$ cat src/rtl/cp0_pkg.sv
// -----------------------------------------------------------------------------
// cp0_pkg
// Shared definitions for the CP0 controller: register addresses in the
// {reg[4:0], sel[2:0]} encoding, exception codes, the default exception
// vector, Status/Cause bit positions and the per-cycle event encoding.
// No ports (package).
// -----------------------------------------------------------------------------
package cp0_pkg;

   // CP0 register addresses, {reg, sel} with sel = 0
   localparam logic [7:0] CP0_BADVADDR = {5'd8,  3'd0};
   localparam logic [7:0] CP0_COUNT    = {5'd9,  3'd0};
   localparam logic [7:0] CP0_COMPARE  = {5'd11, 3'd0};
   localparam logic [7:0] CP0_STATUS   = {5'd12, 3'd0};
   localparam logic [7:0] CP0_CAUSE    = {5'd13, 3'd0};
   localparam logic [7:0] CP0_EPC      = {5'd14, 3'd0};

   // Cause.ExcCode values
   localparam logic [4:0] EXC_INT  = 5'd0;
   localparam logic [4:0] EXC_ADEL = 5'd4;
   localparam logic [4:0] EXC_ADES = 5'd5;
   localparam logic [4:0] EXC_SYS  = 5'd8;
   localparam logic [4:0] EXC_BP   = 5'd9;
   localparam logic [4:0] EXC_RI   = 5'd10;
   localparam logic [4:0] EXC_OV   = 5'd12;

   localparam logic [31:0] EXC_VEC_DEFAULT = 32'hBFC0_0380;
   localparam logic [31:0] STATUS_RESET    = 32'h0040_0000;  // BEV = 1

   // Status bit positions
   localparam int STATUS_IE     = 0;
   localparam int STATUS_EXL    = 1;
   localparam int STATUS_IM_LSB = 8;

   // Cause bit positions
   localparam int CAUSE_BD       = 31;
   localparam int CAUSE_TI       = 30;
   localparam int CAUSE_IP_LSB   = 8;
   localparam int CAUSE_HWIP_LSB = 10;
   localparam int CAUSE_TIMER_IP = 15;
   localparam int CAUSE_EXC_LSB  = 2;

   // Winning WB-stage event, listed from highest to lowest priority
   typedef enum logic [3:0] {
      EV_NONE,
      EV_INT,
      EV_ADEL_FETCH,
      EV_RI,
      EV_SYS,
      EV_BP,
      EV_OV,
      EV_ADEL_LOAD,
      EV_ADES,
      EV_ERET,
      EV_MTC0
   } cp0_event_e;

   function automatic logic [4:0] exc_code_of(input cp0_event_e ev);
      logic [4:0] code;
      case (ev)
         EV_ADEL_FETCH, EV_ADEL_LOAD: code = EXC_ADEL;
         EV_ADES:                     code = EXC_ADES;
         EV_SYS:                      code = EXC_SYS;
         EV_BP:                       code = EXC_BP;
         EV_RI:                       code = EXC_RI;
         EV_OV:                       code = EXC_OV;
         default:                     code = EXC_INT;
      endcase
      return code;
   endfunction

endpackage

$ cat src/rtl/cp0_timer.sv
// -----------------------------------------------------------------------------
// cp0_timer
// Count/Compare timer. A prescaler divides clk by CNT_DIV; Count advances on
// each prescaler wrap. A match against Compare is checked only on increment
// cycles, using the incremented Count, and sets a sticky timer flag that is
// cleared by a Compare write.
//
// Ports
//   clk         in   clock
//   reset       in   synchronous active-high reset
//   count_we    in   load Count from wdata (also restarts the prescaler)
//   compare_we  in   load Compare from wdata, clear the timer flag
//   wdata       in   32-bit write data
//   count       out  Count register
//   compare     out  Compare register
//   timer_flag  out  sticky match flag (Cause[30] / Cause[15])
// -----------------------------------------------------------------------------
module cp0_timer #(
   parameter int CNT_DIV = 2
) (
   input  logic        clk,
   input  logic        reset,
   input  logic        count_we,
   input  logic        compare_we,
   input  logic [31:0] wdata,
   output logic [31:0] count,
   output logic [31:0] compare,
   output logic        timer_flag
);

   localparam int             PW        = (CNT_DIV > 1) ? $clog2(CNT_DIV) : 1;
   localparam logic [PW-1:0]  PRESC_MAX = PW'(CNT_DIV - 1);

   logic [PW-1:0] presc;
   logic          tick;
   logic [31:0]   count_inc;

   assign tick      = (presc == PRESC_MAX);
   assign count_inc = count + 32'd1;

   // NOTE: state is updated with non-blocking assignments so every register
   // samples the pre-edge values; reset is synchronous, so it lives inside
   // the clocked block rather than in the sensitivity list.
   always_ff @(posedge clk) begin
      if (reset) begin
         presc      <= '0;
         count      <= '0;
         compare    <= 32'hFFFF_FFFF;
         timer_flag <= 1'b0;
      end else begin
         // A Count load overrides the increment and restarts the prescaler.
         if (count_we) begin
            count <= wdata;
            presc <= '0;
         end else begin
            presc <= tick ? '0 : presc + PW'(1);
            if (tick) count <= count_inc;
         end

         // Compare write clears the flag and wins over a match in the same cycle.
         if (compare_we) begin
            compare    <= wdata;
            timer_flag <= 1'b0;
         end else if (tick && !count_we && (count_inc == compare)) begin
            timer_flag <= 1'b1;
         end
      end
   end

endmodule

$ cat src/rtl/cp0_ctrl.sv
// -----------------------------------------------------------------------------
// cp0_ctrl
// MIPS-style CP0 controller for the WB stage: exception/interrupt priority,
// Status/Cause/EPC/BadVAddr registers, ERET, MTC0 writes, hardware interrupt
// synchronisers and the Count/Compare timer (cp0_timer).
//
// Ports
//   clk, reset            clock, synchronous active-high reset
//   wb_valid              WB-stage instruction valid (qualifies every event)
//   fetch_error .. waddr_error  exception flags of the WB instruction
//   eret, mtc0            ERET / move-to-CP0 in WB
//   cp0_addr [7:0]        {reg, sel} for reads and MTC0 writes
//   wdata [31:0]          MTC0 write data
//   pc, dm_addr [31:0]    WB instruction PC and data address
//   delay_slot            WB instruction sits in a branch delay slot
//   hw_int [N_HWINT-1:0]  asynchronous level interrupt requests
//   rdata [31:0]          combinational read of cp0_addr
//   exc_valid, cancel     redirect / flush of younger stages
//   exc_pc [31:0]         redirect target (EXC_VEC or EPC)
//   timer_int             Cause[30]
// -----------------------------------------------------------------------------
module cp0_ctrl
   import cp0_pkg::*;
#(
   parameter int          N_HWINT = 6,
   parameter int          CNT_DIV = 2,
   parameter logic [31:0] EXC_VEC = EXC_VEC_DEFAULT
) (
   input  logic               clk,
   input  logic               reset,
   input  logic               wb_valid,
   input  logic               fetch_error,
   input  logic               inst_reserved,
   input  logic               syscall,
   input  logic               brk,
   input  logic               overflow,
   input  logic               raddr_error,
   input  logic               waddr_error,
   input  logic               eret,
   input  logic               mtc0,
   input  logic [7:0]         cp0_addr,
   input  logic [31:0]        wdata,
   input  logic [31:0]        pc,
   input  logic [31:0]        dm_addr,
   input  logic               delay_slot,
   input  logic [N_HWINT-1:0] hw_int,
   output logic [31:0]        rdata,
   output logic               exc_valid,
   output logic [31:0]        exc_pc,
   output logic               cancel,
   output logic               timer_int
);

   logic [31:0]        status;
   logic [31:0]        epc;
   logic [31:0]        badvaddr;
   logic               bd;
   logic [4:0]         exccode;
   logic [1:0]         sw_ip;
   logic [N_HWINT-1:0] sync1;
   logic [N_HWINT-1:0] sync2;
   logic               int_pending;

   logic [31:0]        count;
   logic [31:0]        compare;
   logic               timer_flag;

   cp0_event_e         ev;
   logic               is_exc;
   logic               is_eret;
   logic               is_mtc0;
   logic [7:0]         ip;
   logic [31:0]        cause_value;

   // NOTE: every signal driven here gets a default first, so no path through
   // the if-chain can leave it unassigned and infer a latch.
   always_comb begin
      ev = EV_NONE;
      if (wb_valid) begin
         if      (int_pending)   ev = EV_INT;
         else if (fetch_error)   ev = EV_ADEL_FETCH;
         else if (inst_reserved) ev = EV_RI;
         else if (syscall)       ev = EV_SYS;
         else if (brk)           ev = EV_BP;
         else if (overflow)      ev = EV_OV;
         else if (raddr_error)   ev = EV_ADEL_LOAD;
         else if (waddr_error)   ev = EV_ADES;
         else if (eret)          ev = EV_ERET;
         else if (mtc0)          ev = EV_MTC0;
      end
   end

   assign is_eret = (ev == EV_ERET);
   assign is_mtc0 = (ev == EV_MTC0);
   assign is_exc  = (ev != EV_NONE) && !is_eret && !is_mtc0;

   assign exc_valid = !reset && (is_exc || is_eret);
   assign cancel    = exc_valid;
   assign exc_pc    = is_eret ? epc : EXC_VEC;
   assign timer_int = !reset && timer_flag;

   // Pending-interrupt vector as seen in Cause[15:8]. Hardware line 5 and the
   // timer share IP7 (Cause[15]), so that bit is their OR.
   always_comb begin
      ip        = '0;
      ip[1:0]   = sw_ip;
      for (int i = 0; i < N_HWINT; i++) begin
         ip[CAUSE_HWIP_LSB - CAUSE_IP_LSB + i] = sync2[i];
      end
      ip[CAUSE_TIMER_IP - CAUSE_IP_LSB] = ip[CAUSE_TIMER_IP - CAUSE_IP_LSB] | timer_flag;
   end

   always_comb begin
      cause_value                        = '0;
      cause_value[CAUSE_BD]              = bd;
      cause_value[CAUSE_TI]              = timer_flag;
      cause_value[CAUSE_IP_LSB +: 8]     = ip;
      cause_value[CAUSE_EXC_LSB +: 5]    = exccode;
   end

   always_comb begin
      rdata = '0;
      case (cp0_addr)
         CP0_BADVADDR: rdata = badvaddr;
         CP0_COUNT:    rdata = count;
         CP0_COMPARE:  rdata = compare;
         CP0_STATUS:   rdata = status;
         CP0_CAUSE:    rdata = cause_value;
         CP0_EPC:      rdata = epc;
         default:      rdata = '0;
      endcase
   end

   always_ff @(posedge clk) begin
      if (reset) begin
         status      <= STATUS_RESET;
         epc         <= '0;
         badvaddr    <= '0;
         bd          <= 1'b0;
         exccode     <= '0;
         sw_ip       <= '0;
         sync1       <= '0;
         sync2       <= '0;
         int_pending <= 1'b0;
      end else begin
         sync1 <= hw_int;
         sync2 <= sync1;

         // An exception taken now sets EXL at this same edge; dropping the
         // pending bit stops a second interrupt from firing in the one cycle
         // before the new EXL is reflected in the condition.
         int_pending <= status[STATUS_IE] && !status[STATUS_EXL]
                        && |(status[STATUS_IM_LSB +: 8] & ip) && !is_exc;

         if (is_exc) begin
            status[STATUS_EXL] <= 1'b1;
            bd                 <= delay_slot;
            epc                <= delay_slot ? pc - 32'd4 : pc;
            exccode            <= exc_code_of(ev);
            if (ev == EV_ADEL_FETCH) begin
               badvaddr <= pc;
            end else if (ev == EV_ADEL_LOAD || ev == EV_ADES) begin
               badvaddr <= dm_addr;
            end
         end else if (is_eret) begin
            status[STATUS_EXL] <= 1'b0;
         end else if (is_mtc0) begin
            case (cp0_addr)
               CP0_STATUS: status <= wdata;
               CP0_CAUSE:  sw_ip  <= wdata[CAUSE_IP_LSB +: 2];
               CP0_EPC:    epc    <= wdata;
               default:    ;
            endcase
         end
      end
   end

   cp0_timer #(
      .CNT_DIV (CNT_DIV)
   ) u_timer (
      .clk        (clk),
      .reset      (reset),
      .count_we   (is_mtc0 && (cp0_addr == CP0_COUNT)),
      .compare_we (is_mtc0 && (cp0_addr == CP0_COMPARE)),
      .wdata      (wdata),
      .count      (count),
      .compare    (compare),
      .timer_flag (timer_flag)
   );

endmodule

$ cat config.mk
export PLATFORM = sky130hd
export DESIGN_NAME = cp0_ctrl
export DESIGN_NICKNAME = d
export VERILOG_FILES = /design/src/rtl/cp0_pkg.sv /design/src/rtl/cp0_timer.sv /design/src/rtl/cp0_ctrl.sv
export SDC_FILE = /design/constraint.sdc
export NUM_CORES = 1
export LEC_CHECK = 0
export CORE_MARGIN = 5
export CORE_UTILIZATION = 48
export DETAILED_ROUTE_END_ITERATION = 16
export GPL_TIMING_DRIVEN = 0
export HOLD_SLACK_MARGIN = 0.02
export PLACE_DENSITY = 0.77
export SYNTH_ARGS = -nofsm -noshare
export SYNTH_HDL_FRONTEND = slang
export SYNTH_SLANG_ARGS = --single-unit
$ cat constraint.sdc
create_clock -name clk -period 2.5 [get_ports clk]
set_input_delay 0.375 -clock clk [delete_from_list [all_inputs] [get_ports clk]]
set_output_delay 0.375 -clock clk [all_outputs]
set_load 0.05 [all_outputs]
==> results of run 1 <==
-- critical path, cell delays in order --
cell and delay (ns):
clkdlybuf4s50_1 0.56, clkbuf_1 0.62, clkbuf_2 0.47, nor2_4 0.08, buf_6 0.13, buf_8 0.14
-- where the power goes --
part	leakage, nW	total, mW	internal [mW]	switching [mW]
Combinational	3.85	0.927	0.411	0.516
Sequential	1.49	3.10	3.00	0.101
Clock	0.302	2.84	1.38	1.46
Total	5.64	6.87	4.79	2.08
-- cells by family after synthesis --
family / after synthesis / synth area share, %
multiplexers: 64 / 6.08
flip-flops: 182 / 34.5
AO/OA/AOI/OAI: 283 / 20.5
buffers and inverters: 117 / 4.75
XOR/XNOR: 90 / 7.47
AND/OR/NAND/NOR: 576 / 26.5
adder cells (fa/ha/maj): 2 / 0.237
-- path summary, 6_finish.rpt --
path	slack, ns	startpoint	cells after the start	endpoint
hold reg to reg	0.43	sync1[2]$_SDFF_PP0_	1	sync2[2]$_SDFF_PP0_
setup reg to reg	0.05	int_pending$_SDFF_PP0_	9	u_timer.count[31]$_SDFFE_PP0P_
hold / removal	0.41	pc[24]	3	badvaddr[24]$_SDFFE_PP0P_
setup / recovery	-0.26	reset	6	exc_valid
-- sequential cells by signal, summed over array words and instances (netlist names), 4 cells and up --
register	count
badvaddr	32
status	32
sync2	6
u_timer.count	32
u_timer.compare	32
sync1	6
exccode	4
epc	32
-- Yosys cell counts (3+ instances only) --
cell / number / area, µm²
dfxtp_1: 182 / 3640
and3_1: 13 / 81.3
or3_1: 15 / 93.8
a222oi_1: 20 / 200
a21oi_1: 50 / 250
nor2b_1: 16 / 100
a311oi_1: 8 / 70.1
o221a_2: 3 / 33.8
xor2_1: 50 / 438
mux2i_1: 63 / 631
a31oi_1: 6 / 37.5
nor4_2: 4 / 50.1
o2111ai_1: 5 / 43.8
or4_1: 8 / 60.1
inv_1: 5 / 18.8
nand2_1: 195 / 732
a22oi_1: 68 / 510
nand2b_1: 20 / 125
buf_2: 20 / 100
nand3b_1: 7 / 52.6
o21ai_0: 16 / 80.1
nor3_1: 18 / 90.1
and4_1: 5 / 43.8
and2_1: 24 / 150
buf_4: 6 / 45.0
a211oi_2: 20 / 250
nand4_1: 19 / 119
buf_1: 4 / 15.0
a211oi_1: 61 / 458
nor4_1: 13 / 81.3
nor3b_1: 4 / 30.0
nand3_1: 70 / 350
nor2_1: 131 / 492
clkbuf_1: 79 / 297
xnor2_1: 40 / 350
-- stage by stage --
step	cell area (µm²)	setup WS, ns
floorplan	10700	-0.206
global placement	12900	-1.73
detailed placement	12900	-1.70
CTS	14400	-0.210
global route	14800	-0.256
finish	14800	-0.259
-- layout make-up --
cell class | instances | area [µm²]
tap | 280 | 350
clock buffer | 17 | 425
timing repair buffer | 237 | 2480
fill | 1783 | 6920
sequential | 182 | 3650
clock inverter | 15 | 200
buffer | 101 | 753
multi-input combinational | 1015 | 6960
inverter | 6 | 22.5
-- timing repair --
action	CTS	global route
setup endpoints to repair	230	204
cloned	8	2
pin swaps	33	21
resized for setup	615	114
buffers inserted	29	11
-- routing by layer --
metal	part of all wire, %	wire length, µm	global-route usage, %	vias to the layer above
met2	45	20200	52.3	819
met4	4.5	1990	13.1	0
met1	38	17200	45.8	5547
met5	0	0	0	-
met3	12	5280	7.45	156
li1	-	-	-	5249
==> flow_summary.json, run 1 <==
{
  "clk_latency_ns": 0.45,
  "cts.sinks": 182,
  "grt_pass1_vias": 10809,
  "syn_area_per_cell_um2": 8.03,
  "rsz0062_at_grt": "true",
  "cts_tree": "done",
  "final_common_cell": "nand2_1",
  "setup_tns_ns": -3.89,
  "root_buffer": "clkbuf_16",
  "dieArea_um2": 25100,
  "synth_flop_cell": "dfxtp_1",
  "drt_iter0_drc": 1539,
  "dpl.cell_count": 1783,
  "cts_buffers": 17,
  "irDropWorstVdd_v": 0.000369,
  "violations": "negative setup slack",
  "cap_violations": 0,
  "finalNonFillerCells": 1853,
  "status": "finished, violations left",
  "synth_edf_count": 0,
  "setup_violations": 43,
  "start_util_pct": 48.5,
  "hp-class": "in -> reg",
  "dr.pass1.iters": 7,
  "numPortBuffers": 189,
  "p_per_area_nw_per_um2": 463,
  "rows": 54,
  "final_util_pct": 68.2,
  "syn_inst": 1314,
  "setup.worst_path.class": "in -> out",
  "finalHoldViolCount": 0,
  "cts.htree.levels": 4,
  "synth_nets": 1439,
  "timing.hold.ws_ns": 0.413,
  "fp.dieH_um": 158,
  "antennaDiodeCount": 0,
  "relSlewSlack_pct": 40.7,
  "critPathLaunchType": "input pin",
  "nNetsFinal": 1685,
  "antenna_found_initial": 0,
  "ctsHoldBuffers": 0,
  "synth-async-reset-ratio_pct": 0,
  "clock_path_buffers": 2,
  "leakagePower_nw": 5.64,
  "fin_ws_ns": -0.259,
  "grt_pass1_wl_um": 64200,
  "wl_um": 44600,
  "ios": 190,
  "ys_types": 70,
  "critPathCaptureType": "primary output",
  "die_width_um": 158,
  "yosysSeqAreaShare_pct": 34.5,
  "final_cell_mix": "nand2_1, dfxtp_1, nor2_1, clkdlybuf4s50_1, mux2i_1",
  "yosysWarnings": 0,
  "wire_per_inst_um": 24.1,
  "crit_required_ns": 2.12,
  "fmax_mhz": 362,
  "drc_errors": 0,
  "grt_overflow": 0,
  "cp.arrival_ns": 2.38,
  "antenna_left": 0,
  "worst_pin_slew_ns": 0.882,
  "ys_ff_latch": 182,
  "vias_per_cell": 6.35,
  "drive_above_1_share_pct": 22.6,
  "finClkSkew_ns": 0.00966,
  "cp_max_fo": 10,
  "cts.clk_slew.worst_paths_ns": 0.08,
  "maxSlewViolCount": 0,
  "layout_min_cycle_time_ns": 2.76,
  "netlist_area_um2": 10600,
  "dp_hpwl_um": 32600,
  "area_growth_syn_to_layout_pct": 40.6,
  "finalCritPeriodShare_pct": 110,
  "grt_usage_pct": 33.7,
  "gp_congestion": 0.978,
  "grt_max_degree": 22,
  "power_mw": 6.87,
  "fp.coreArea_um2": 21800,
  "num_vias": 11771
}
Power figures use the tool's default switching activity.
==> run 2: changes to the inputs <==
HOLD_SLACK_MARGIN = 0.06   (was 0.02)
==> results of run 2 <==
Final layout, timing and power as in run 1 (identical DEF).
